### config.mk
export PLATFORM = sky130hd
export DESIGN_NAME = pipeline_ctrl_flat
export DESIGN_NICKNAME = d
export VERILOG_FILES = /design/src/rtl/pipeline_ctrl_pkg.sv /design/src/rtl/pipeline_ctrl_if.sv /design/src/rtl/pipeline_ctrl_hazard_detect.sv /design/src/rtl/pipeline_ctrl.sv /design/src/flat_wrapper.sv
export SDC_FILE = /design/constraint.sdc
export NUM_CORES = 1
export LEC_CHECK = 0
export ABC_AREA = 1
export CAP_MARGIN = 40
export CORE_MARGIN = 3
export CORE_UTILIZATION = 26
export DETAILED_ROUTE_END_ITERATION = 10
export GPL_ROUTABILITY_DRIVEN = 0
export HOLD_SLACK_MARGIN = 0.12
export MAX_ROUTING_LAYER = met4
export PLACE_DENSITY_LB_ADDON = 0.2
export SLEW_MARGIN = 30
export SYNTH_ARGS = -nofsm -noshare
export SYNTH_HDL_FRONTEND = slang
export SYNTH_SLANG_ARGS = --single-unit
### constraint.sdc
create_clock -name clk -period 1.4 [get_ports clk]
set_input_delay 0.21 -clock clk [delete_from_list [all_inputs] [get_ports clk]]
set_output_delay 0.21 -clock clk [all_outputs]
set_load 0.1 [all_outputs]
### src/rtl/pipeline_ctrl_pkg.sv
// Shared types and constants for the pipeline sequencing controller.
// Optional performance counters are enabled with the PIPE_PERF_CNT_EN macro.
package pipeline_ctrl_pkg;

  typedef enum logic [1:0] {
    RESET_S = 2'd0,
    RUN     = 2'd1,
    WAIT    = 2'd2
  } pipe_state_t;

  localparam int          REG_ADDR_W = 5;
  localparam logic [31:0] NOP_INSTR  = 32'h0000_0013;

endpackage

### src/rtl/pipeline_ctrl_if.sv
// Controller <-> datapath bundle: memory handshakes, hazard operands and stage enables.
// Handshake: imem_resp/dmem_resp are single-cycle pulses; a stage register captures only when its load is 1.
interface pipeline_ctrl_if;
  import pipeline_ctrl_pkg::*;

  logic                  imem_resp;
  logic                  dmem_req;
  logic                  dmem_resp;
  logic [REG_ADDR_W-1:0] id_rs1;
  logic [REG_ADDR_W-1:0] id_rs2;
  logic [REG_ADDR_W-1:0] ex_rd;
  logic                  ex_is_load;
  logic                  redirect;

  logic imem_read;
  logic pc_load;
  logic if_id_load;
  logic if_id_flush;
  logic id_ex_load;
  logic id_ex_flush;
  logic ex_mem_load;
  logic mem_wb_load;

  modport master (
    input  imem_resp, dmem_req, dmem_resp, id_rs1, id_rs2, ex_rd, ex_is_load, redirect,
    output imem_read, pc_load, if_id_load, if_id_flush, id_ex_load, id_ex_flush,
           ex_mem_load, mem_wb_load
  );

  modport slave (
    output imem_resp, dmem_req, dmem_resp, id_rs1, id_rs2, ex_rd, ex_is_load, redirect,
    input  imem_read, pc_load, if_id_load, if_id_flush, id_ex_load, id_ex_flush,
           ex_mem_load, mem_wb_load
  );

endinterface

### src/rtl/pipeline_ctrl_hazard_detect.sv
// Load-use hazard detection between the instruction in ID and a load in EX.
// Kept separate so forwarding detection can be added alongside later.
module pipeline_ctrl_hazard_detect
  import pipeline_ctrl_pkg::*;
(
    input  logic [REG_ADDR_W-1:0] id_rs1_i,
    input  logic [REG_ADDR_W-1:0] id_rs2_i,
    input  logic [REG_ADDR_W-1:0] ex_rd_i,
    input  logic                  ex_is_load_i,
    output logic                  load_use_o
);

    // x0 is never written, so a load targeting it cannot create a dependency.
    assign load_use_o = ex_is_load_i & (ex_rd_i != '0) &
                        ((ex_rd_i == id_rs1_i) | (ex_rd_i == id_rs2_i));

endmodule

### src/rtl/pipeline_ctrl.sv
// Five-stage pipeline sequencing controller: freezes on outstanding memory, bubbles load-use, squashes on redirect.
// Define PIPE_PERF_CNT_EN to build the stall/bubble/squash counters; otherwise they read 0.
module pipeline_ctrl
  import pipeline_ctrl_pkg::*;
#(
    parameter int CNT_W = 32
) (
    input  logic             clk,
    input  logic             rst_n,
    pipeline_ctrl_if.master  bus,
    output logic [1:0]       state,
    output logic [CNT_W-1:0] stall_cnt,
    output logic [CNT_W-1:0] bubble_cnt,
    output logic [CNT_W-1:0] squash_cnt
);

    pipe_state_t state_q;
    logic        i_done_q;
    logic        d_done_q;
    logic        squash_q;
    logic        running;
    logic        advance;
    logic        load_use;
    logic        bubble;

    pipeline_ctrl_hazard_detect u_hazard (
        .id_rs1_i     (bus.id_rs1),
        .id_rs2_i     (bus.id_rs2),
        .ex_rd_i      (bus.ex_rd),
        .ex_is_load_i (bus.ex_is_load),
        .load_use_o   (load_use)
    );

    assign running = (state_q != RESET_S);
    assign advance = running & (bus.imem_resp | i_done_q) &
                     (~bus.dmem_req | bus.dmem_resp | d_done_q);
    // Redirect wins: the ID instruction is squashed anyway, so stalling for it is pointless.
    assign bubble  = advance & load_use & ~bus.redirect;

    always_ff @(posedge clk or negedge rst_n) begin
        if (!rst_n) begin
            state_q  <= RESET_S;
            i_done_q <= 1'b0;
            d_done_q <= 1'b0;
            squash_q <= 1'b1;
        end else begin
            case (state_q)
                RESET_S: state_q <= RUN;
                RUN,
                WAIT:    state_q <= advance ? RUN : WAIT;
                default: state_q <= RESET_S;
            endcase
            if (advance) begin
                i_done_q <= 1'b0;
                d_done_q <= 1'b0;
                squash_q <= bus.redirect;
            end else if (running) begin
                // Remember each response so split arrivals still release the freeze.
                i_done_q <= i_done_q | bus.imem_resp;
                d_done_q <= d_done_q | bus.dmem_resp;
            end
        end
    end

    assign bus.imem_read   = running;
    assign bus.pc_load     = advance & ~bubble;
    assign bus.if_id_load  = advance & ~bubble;
    assign bus.if_id_flush = squash_q;
    assign bus.id_ex_load  = advance;
    assign bus.id_ex_flush = advance & (load_use | bus.redirect);
    assign bus.ex_mem_load = advance;
    assign bus.mem_wb_load = advance;
    assign state           = state_q;

`ifdef PIPE_PERF_CNT_EN
    localparam logic [CNT_W-1:0] CNT_ONE = CNT_W'(1);

    logic [CNT_W-1:0] stall_q,  stall_d;
    logic [CNT_W-1:0] bubble_q, bubble_d;
    logic [CNT_W-1:0] squash_cnt_q, squash_cnt_d;

    always_comb begin
        stall_d      = stall_q;
        bubble_d     = bubble_q;
        squash_cnt_d = squash_cnt_q;
        if (running && !advance && stall_q != '1)
            stall_d = stall_q + CNT_ONE;
        if (bubble && bubble_q != '1)
            bubble_d = bubble_q + CNT_ONE;
        if (advance && bus.redirect && squash_cnt_q != '1)
            squash_cnt_d = squash_cnt_q + CNT_ONE;
    end

    always_ff @(posedge clk or negedge rst_n) begin
        if (!rst_n) begin
            stall_q      <= '0;
            bubble_q     <= '0;
            squash_cnt_q <= '0;
        end else begin
            stall_q      <= stall_d;
            bubble_q     <= bubble_d;
            squash_cnt_q <= squash_cnt_d;
        end
    end

    assign stall_cnt  = stall_q;
    assign bubble_cnt = bubble_q;
    assign squash_cnt = squash_cnt_q;
`else
    assign stall_cnt  = '0;
    assign bubble_cnt = '0;
    assign squash_cnt = '0;
`endif

endmodule

### src/flat_wrapper.sv
// flat-port wrapper written by rule: the top's interface ports become plain ports
module pipeline_ctrl_flat import pipeline_ctrl_pkg::*;
#(
    parameter int CNT_W = 32
)
  (clk, rst_n, state, stall_cnt, bubble_cnt, squash_cnt, bus_imem_resp, bus_dmem_req, bus_dmem_resp, bus_id_rs1, bus_id_rs2, bus_ex_rd, bus_ex_is_load, bus_redirect, bus_imem_read, bus_pc_load, bus_if_id_load, bus_if_id_flush, bus_id_ex_load, bus_id_ex_flush, bus_ex_mem_load, bus_mem_wb_load);
  pipeline_ctrl_if bus_i ();
  input  logic clk;
  input  logic rst_n;
  output logic [1:0] state;
  output logic [CNT_W-1:0] stall_cnt;
  output logic [CNT_W-1:0] bubble_cnt;
  output logic [CNT_W-1:0] squash_cnt;
  input wire logic [$bits(bus_i.imem_resp)-1:0] bus_imem_resp;
  input wire logic [$bits(bus_i.dmem_req)-1:0] bus_dmem_req;
  input wire logic [$bits(bus_i.dmem_resp)-1:0] bus_dmem_resp;
  input wire logic [$bits(bus_i.id_rs1)-1:0] bus_id_rs1;
  input wire logic [$bits(bus_i.id_rs2)-1:0] bus_id_rs2;
  input wire logic [$bits(bus_i.ex_rd)-1:0] bus_ex_rd;
  input wire logic [$bits(bus_i.ex_is_load)-1:0] bus_ex_is_load;
  input wire logic [$bits(bus_i.redirect)-1:0] bus_redirect;
  output wire logic [$bits(bus_i.imem_read)-1:0] bus_imem_read;
  output wire logic [$bits(bus_i.pc_load)-1:0] bus_pc_load;
  output wire logic [$bits(bus_i.if_id_load)-1:0] bus_if_id_load;
  output wire logic [$bits(bus_i.if_id_flush)-1:0] bus_if_id_flush;
  output wire logic [$bits(bus_i.id_ex_load)-1:0] bus_id_ex_load;
  output wire logic [$bits(bus_i.id_ex_flush)-1:0] bus_id_ex_flush;
  output wire logic [$bits(bus_i.ex_mem_load)-1:0] bus_ex_mem_load;
  output wire logic [$bits(bus_i.mem_wb_load)-1:0] bus_mem_wb_load;
  assign bus_i.imem_resp = bus_imem_resp;
  assign bus_i.dmem_req = bus_dmem_req;
  assign bus_i.dmem_resp = bus_dmem_resp;
  assign bus_i.id_rs1 = bus_id_rs1;
  assign bus_i.id_rs2 = bus_id_rs2;
  assign bus_i.ex_rd = bus_ex_rd;
  assign bus_i.ex_is_load = bus_ex_is_load;
  assign bus_i.redirect = bus_redirect;
  assign bus_imem_read = bus_i.imem_read;
  assign bus_pc_load = bus_i.pc_load;
  assign bus_if_id_load = bus_i.if_id_load;
  assign bus_if_id_flush = bus_i.if_id_flush;
  assign bus_id_ex_load = bus_i.id_ex_load;
  assign bus_id_ex_flush = bus_i.id_ex_flush;
  assign bus_ex_mem_load = bus_i.ex_mem_load;
  assign bus_mem_wb_load = bus_i.mem_wb_load;
  pipeline_ctrl #(.CNT_W(CNT_W)) u_core (.clk(clk), .rst_n(rst_n), .bus(bus_i), .state(state), .stall_cnt(stall_cnt), .bubble_cnt(bubble_cnt), .squash_cnt(squash_cnt));
endmodule
## Word-level counts from Yosys, hierarchy flattened

Cells that the tools add are included.

| word-level totals | value |
|---|---|
| flip-flop bits (word level) | 5 |
| input port bits | 22 |
| output and inout port bits | 106 |
| word-level logic and storage cells | 36 |

| cells by class | value |
|---|---|
| equality and inequality tests | 4 |
| muxes and demuxes | 6 |
| bitwise logic cells | 17 |
| reductions and logical operators | 5 |

Operators by type and width:

| cell | number |
|---|---|
| 5-bit equality test | 2 |
| 1-bit bitwise AND | 8 |
| 1-bit bitwise OR | 6 |
| 5-bit nonzero test | 1 |
| 1-bit two-way mux | 4 |
| 2-bit case mux with 2 select lines | 1 |
| 2-bit nonzero test | 2 |
| 1-bit inverter | 3 |
| 2-bit by 1-bit equality test with 1-bit output, second input constant | 1 |
| 2-bit equality test, second input constant | 1 |
| 2-bit logical NOT | 1 |
| 2-bit two-way mux | 1 |
| 2-bit OR reduction | 1 |

## Depth between registers and ports, before layout

| logic depth | value |
|---|---|
| depth in word-level cells | 8 |
| gate-level depth with buffers | 10 |
| mapped depth without buffers | 9 |

## Cells and area by module

A second synthesis with hierarchy kept.

| second synthesis, totals | value |
|---|---|
| cells, all modules | 180 |
| area, all modules | 1229.9 um^2 |

Modules (own cells, without submodules):

| module | times used | cells each | area each (um^2) | sequential area each (um^2) |
|---|---|---|---|---|
| pipeline_ctrl | 1 | 135 | 1034.7 | 126.4 |
| pipeline_ctrl_hazard_detect | 1 | 45 | 195.2 | 0.0 |

## Worst setup path after synthesis

No wires, ideal clock.

| timing | value |
|---|---|
| path kind | register to output |
| start point | register u_core.state_q[0], in the netlist u_core.state[0] |
| end point | output port bus_pc_load |
| data arrival time | 3629 ps |
| data required time | 1190 ps |
| slack | -2439 ps |
| stages on the path, launching flop included | 11 |
| buffers on the path | 1 |
| path through | dfrtp_1 -> inv_1 -> ha_1 -> inv_2 -> o21ai_1 -> inv_2 -> nand2_2 -> inv_2 -> nand2_1 -> nand2_1 -> buf_4 |

| between the ends | value |
|---|---|
| longest elaborated chain between the ends | 7 |

RTL lines:

| element | RTL line | text |
|---|---|---|
| start: declaration | pipeline_ctrl.sv:17 | `pipe_state_t state_q;` |
| start signal: assignment | pipeline_ctrl.sv:50 | `WAIT: state_q <= advance ? RUN : WAIT;` |
| 2-bit nonzero test * | pipeline_ctrl.sv:34 | `assign running = (state_q != RESET_S);` |
| net bus_imem_read | flat_wrapper.sv:22 | `output wire logic [$bits(bus_i.imem_read)-1:0] bus_imem_read;` |
| 1-bit bitwise AND * (2 in series) | pipeline_ctrl.sv:35 | `assign advance = running & (bus.imem_resp \| i_done_q) &` |
| net bus_ex_mem_load | flat_wrapper.sv:28 | `output wire logic [$bits(bus_i.ex_mem_load)-1:0] bus_ex_mem_load;` |
| 1-bit bitwise AND (2 in series) | pipeline_ctrl.sv:38 | `assign bubble = advance & load_use & ~bus.redirect;` |
| 1-bit inverter | n/a |  |
| 1-bit bitwise AND * | n/a |  |
| end: declaration | flat_wrapper.sv:23 | `output wire logic [$bits(bus_i.pc_load)-1:0] bus_pc_load;` |

Mark *: on every way through the listed nets, which the timed path passes. The rest lies on a longest branch.

## Worst setup path after layout

| timing | value |
|---|---|
| start point | register u_core.state_q[1], in the netlist u_core.state[1] |
| end point | output port bus_id_ex_load |

| between the ends | value |
|---|---|
| longest elaborated chain between the ends | 3 |

RTL lines:

| element | RTL line | text |
|---|---|---|
| 2-bit nonzero test | pipeline_ctrl.sv:34 |  |
| 1-bit bitwise AND (2 in series) | pipeline_ctrl.sv:35 |  |
| end: declaration | flat_wrapper.sv:26 | `output wire logic [$bits(bus_i.id_ex_load)-1:0] bus_id_ex_load;` |

Every way passes these cells.

==> results.tsv <==
metric	value	unit
outcome	finished with violations	
violated checks	negative setup slack	
via count	846	
Tightest Hold Check Type	in2async	
library cells used by synthesis	17	
share of layout cells above drive strength 1	21.6	%
Sequential Area	134	um^2
total track usage	5.97	%
total wire length	1960	um
die area	5470	um^2
average size of a mapped cell	6.64	um^2
ANT cells	0	
most frequent cells in the layout	conb_1 (96), nand2_1 (27), clkdlybuf4s50_1 (12)	
H-tree depth	1	
vias in the first global route	612	
endpoints failing hold	0	
Worst Reg-to-Reg Cells	10	
placed cell area	1460	um^2
max_cap viols	0	
post-route ant nets	0	
IO buf count	31	
Worst Path Required	1190	ps
post-cts hold buffer count	0	
Initial Util	27.2	%
area of the multi-input gates	734	um^2
endpoints failing setup	7	
DRT iter0 DRCs	24	
global-route wire length before repair	2440	um
root buffer cell	clkbuf_8	
min Tclk post-route	1760	ps
TritonCTS Buffers	3	
Reg clk slew, reported paths	40	ps
critical path peak fanout	4	
area delta synth->final	31.0	%
pin count of the biggest net entering global routing	6	
CTS tree	built	
gr ovfl total	0	
Core Area	4410	um^2
Mapped Cells	181	
LEAKAGE	0.926	nW
clk_lat worst skew	220	ps
Final Max Slew Viols	0	
CTS sink count	5	
Fin Clk Skew	2.96	ps
Pre-antenna DRT Iters	2	
Peak VDD IR	0.979	mV
nets	247	
Vias per Instance	3.09	
Die Span Y	74.0	um
Syn Std Cell Area	1200	um^2
CP Class	reg2out	
CP endpoint kind	primary output	
PwrDens	2640	nW/um^2
RSZ-0062 raised after global routing	true	
total chip power	4.15	mW
number of cell rows	24	
die width	74.0	um
Design Area, Final	1570	um^2
reg2reg end	u_core.state[0]	
final worst slack	-362	ps
Worst setup SP type	register	
Seq cells post-synth	5	
Ys Warns	0	
r2r startpoint	u_core.state[1]	
sequential area share after synthesis	10.5	%
drt drc	0	
crit path DAT	1550	ps
fillers	462	
placed wire-length estimate	1810	um
commonest non-fill, non-tap cell in the layout	conb_1	
fmax	567	MHz
initial antenna violation count	0	
Routed WL per cell	7.17	um
CTS max path bufs	2	
# IOs	128	
r2r setup slk	20	ps
final period utilization	126	%
[flip-flops by register name (all words and copies together) (netlist names)]
signal,count
u_core.bus.if_id_flush,1
u_core.d_done_q,1
u_core.state,2
u_core.i_done_q,1
[cells in the mapped netlist]
master / n / area (um^2)
a21oi_1: 2 / 10.0
buf_4: 99 / 743
clkinv_1: 1 / 3.75
conb_1: 1 / 3.75
dfrtp_1: 4 / 100
dfstp_2: 1 / 26.3
ha_1: 2 / 25.0
inv_1: 11 / 41.3
inv_2: 7 / 26.3
nand2_1: 34 / 128
nand2_2: 1 / 6.26
nand3_1: 3 / 15.0
nand4_1: 1 / 6.26
nor2_1: 9 / 33.8
o21ai_0: 2 / 10.0
o21ai_1: 1 / 5.00
xnor2_1: 2 / 17.5
[critical path: stages, from the launching register on]
cell     delay (ps)
dfrtp_4         480
inv_4            60
ha_4            180
inv_12           30
o21ai_4          50
inv_2            70
nand2_4         100
inv_12           50
buf_6           140
buf_12          160
[cell type report]
cell class | instances | area share (%)
Sequential cell | 5 | 8.51
Clock buffer | 4 | 2.86
Inverter | 19 | 6.28
Timing Repair Buffer | 41 | 31.6
Tap cell | 52 | 4.13
Multi-Input combinational cell | 153 | 46.7
[per-layer routing]
metal | share of wire (%) | global-route usage, %
met4 | 1.6 | 4.23
met5 | 0 | -
met2 | 49 | 9.35
met1 | 34 | 6.91
met3 | 16 | 0.946
[report_power, final]
group          internal (mW)  switching (mW)
combinational          0.963            2.62
clock                  0.196          0.0747
sequential             0.239          0.0555
[metrics by stage]
step | util [%] | instances | TNS [ps] | setup WS (ps) | hold slack [ps]
CTS | 35.2 | 274 | -2540 | -392 | 216
finish | 35.7 | 274 | -2240 | -362 | 209
global route | 35.7 | 274 | -2740 | -433 | 224
global placement | 33.1 | 267 | -2050 | -483 | 460
floorplan | - | 276 | -3390 | -657 | -85.6
detailed placement | 33.1 | 267 | -2000 | -465 | 451
[cells by family (layout without fill, tap and decap cells)]
kind of cell,count (synthesis),count (layout),share of synthesized area (%)
buffers and inverters,118,64,67.8
and+or+nand+nor,48,48,15.7
AOI/OAI and AO/OA,5,5,2.08
DFF,5,5,10.5
adders and majority gates,2,2,2.08
xor gates and xnor gates,2,2,1.46
other,1,96,0.312
[how the worst max path moves through the flow]
stage	to	slack, ps	startpoint	cells after the start
floorplan	bus_pc_load	-660	u_core.state[1]	10
global placement	bus_pc_load	-480	bus_ex_rd[4]	11
detailed placement	bus_pc_load	-460	bus_ex_rd[4]	11
CTS	bus_pc_load	-390	u_core.state[0]	10
global route	bus_pc_load	-430	u_core.state[1]	10
finish	bus_id_ex_load	-360	u_core.state[1]	9
[what timing repair did]
item | 4_1_cts | 5_1_grt
pin swaps | 4 | 8
resized for setup | 13 | 9
setup endpoints to repair | 8 | 9
setup buffers | 3 | 1
Power figures use the tool's default switching activity.
==> RTL change, RTL diff (config.mk and constraints unchanged) <==
`CNT_W` is set to 32 in 2 places; all go to 48.
--- a/src/rtl/pipeline_ctrl.sv
+++ b/src/rtl/pipeline_ctrl.sv
@@ -3,7 +3,7 @@
 module pipeline_ctrl
   import pipeline_ctrl_pkg::*;
 #(
-    parameter int CNT_W = 32
+    parameter int CNT_W = 48
 ) (
     input  logic             clk,
     input  logic             rst_n,
--- a/src/flat_wrapper.sv
+++ b/src/flat_wrapper.sv
@@ -1,7 +1,7 @@
 // flat-port wrapper written by rule: the top's interface ports become plain ports
 module pipeline_ctrl_flat import pipeline_ctrl_pkg::*;
 #(
-    parameter int CNT_W = 32
+    parameter int CNT_W = 48
 )
   (clk, rst_n, state, stall_cnt, bubble_cnt, squash_cnt, bus_imem_resp, bus_dmem_req, bus_dmem_resp, bus_id_rs1, bus_id_rs2, bus_ex_rd, bus_ex_is_load, bus_redirect, bus_imem_read, bus_pc_load, bus_if_id_load, bus_if_id_flush, bus_id_ex_load, bus_id_ex_flush, bus_ex_mem_load, bus_mem_wb_load);
   pipeline_ctrl_if bus_i ();
Interface: changed (resized bubble_cnt, squash_cnt and stall_cnt); port bits go from 128 to 176. The function was not compared with the original's and may differ.
==> RTL change against the original RTL <==
  * The flow still finishes with violations (negative setup slack)
  * Routed wire length up 35%
  * Highest routed layer is now met3
  * Combinational power is 16% higher
  * Synthesized area up 30%
  * Power grew 14%
  * Sequential cell count is the same
  * Global-route usage grew 0.20 points
  * Setup slack got worse by 9.4 ps
  * Final cell count is 26% higher
  * Final area grew 15%
==> RTL change: results (changes against the original RTL) <==
[placement]
dp_slack_ps = -485  ; -20.6 ps
placed_cells = 334  ; +25%
port_buffers = 31  ; unchanged
hpwl_um = 2480  ; +37%
place_area_um2 = 1660  ; +14%

[power_and_ir_drop]
irDropWorstVdd_mv = 1.34  ; +37%
p_per_area_nw_per_um2 = 2620  ; -0.57%
p_comb_frac = 0.879  ; +0.015
p_seq_frac = 0.063  ; -0.008
p_total_w = 0.00473  ; +14%
switching_share = 0.700  ; +0.0370
leakage_nw = 1.09  ; +18%

[logic_synthesis]
syn_inst = 229  ; +27%
synth_top_flop_cell = dfrtp_1
yosys-top-cells-count = buf_4, nand2_1, inv_1
ys_seq_area_frac = 0.0809  ; -0.0243
synth_area_leaders = buf_4, nand2_1, dfrtp_1

[worst_setup_path]
crit_path_max_incr_delay_ps = 480  ; about the same
critical-path-top-delay-family = flip-flops
cp_slowest_cell = dfrtp_4
path_max_fanout = 4  ; unchanged

[final_layout]
drive_above_1_share = 0.191  ; -0.0250
final_nets = 297  ; +20%
num_antenna_cells = 0  ; unchanged
fill_cells = 605  ; +31%
instances_no_fill = 344  ; +26%

[outcome]
status = finished, violations left
violations = negative setup slack

[drt]
routedWlPerCell_um = 7.72  ; +7.8%
initialDrtViolationCount = 9  ; -63%
viasPerCell = 2.85  ; -7.7%
drtPass1Iterations = 2  ; unchanged

[clock_network]
cts_resized = 12  ; -1
numCtsBuffers = 3  ; unchanged
htree_levels = 1  ; unchanged
clk-insertion-delay-late_ps = 220  ; about the same
cts_setup_buffers = 3  ; unchanged
cts_max_path_buffers = 2  ; unchanged

[sta]
fin_ws_ps = -372  ; -9.43 ps
slew_viol_final = 0  ; unchanged
setup_viol = 7  ; unchanged
setup_tns_ps = -2290  ; -52.1 ps
clock_skew_ps = 0.789  ; -2.17 ps

[global_routing]
antenna_found_initial = 0  ; unchanged
grt_pass1_vias = 696  ; +14%
grt_pass1_wl_um = 3440  ; +41%
grt.total_usage = 0.0617  ; +0.00202

RTL change: cell types whose count changed after synthesis, sizes merged:
cell,before,now
buf,99,147
RTL change: metal layers:
| metal | wire length (um) | GRT usage |
|---|---|---|
| met5 | 0 | - |
| met4 | 0 | 0.0175 |
| met3 | 403 | 0.0138 |
| met2 | 1360 | 0.102 |
| met1 | 889 | 0.0756 |
RTL change: final timing paths:
kind,from,to,slack [ps],cells after the start
min in group clk,u_core.bus.if_id_flush$_DFFE_PN1P_,u_core.bus.if_id_flush$_DFFE_PN1P_,480,2
hold / removal,rst_n,u_core.i_done_q$_DFFE_PN0P_,240,1
hold reg to reg,u_core.bus.if_id_flush$_DFFE_PN1P_,u_core.bus.if_id_flush$_DFFE_PN1P_,480,2
setup / recovery,u_core.state[1]$_DFF_PN0_,bus_if_id_load,-370,10
max in group asynchronous,rst_n,u_core.bus.if_id_flush$_DFFE_PN1P_,880,1
setup reg to reg,u_core.state[1]$_DFF_PN0_,u_core.state[0]$_DFF_PN0_,10,10
RTL change: area by class of cell:
cell class / instances / area (um^2) / share of cell area
tap: 72 / 90.1 / 0.0499
sequential: 5 / 134 / 0.0742
multi-input combinational: 201 / 927 / 0.514
clock buffer: 4 / 45.0 / 0.0249
inverter: 19 / 101 / 0.0561
timing repair buffer: 43 / 508 / 0.281
RTL change: logic make-up (layout without fill, tap and decap cells):
group | after synthesis | after routing | share of synthesized area
fa+ha+maj | 2 | 2 | 0.0160
flops | 5 | 5 | 0.0809
buf+inv | 166 | 66 | 0.752
xor+xnor | 2 | 2 | 0.0112
simple gates | 48 | 48 | 0.121
other cells | 1 | 144 | 0.00240
compound gates | 5 | 5 | 0.0160
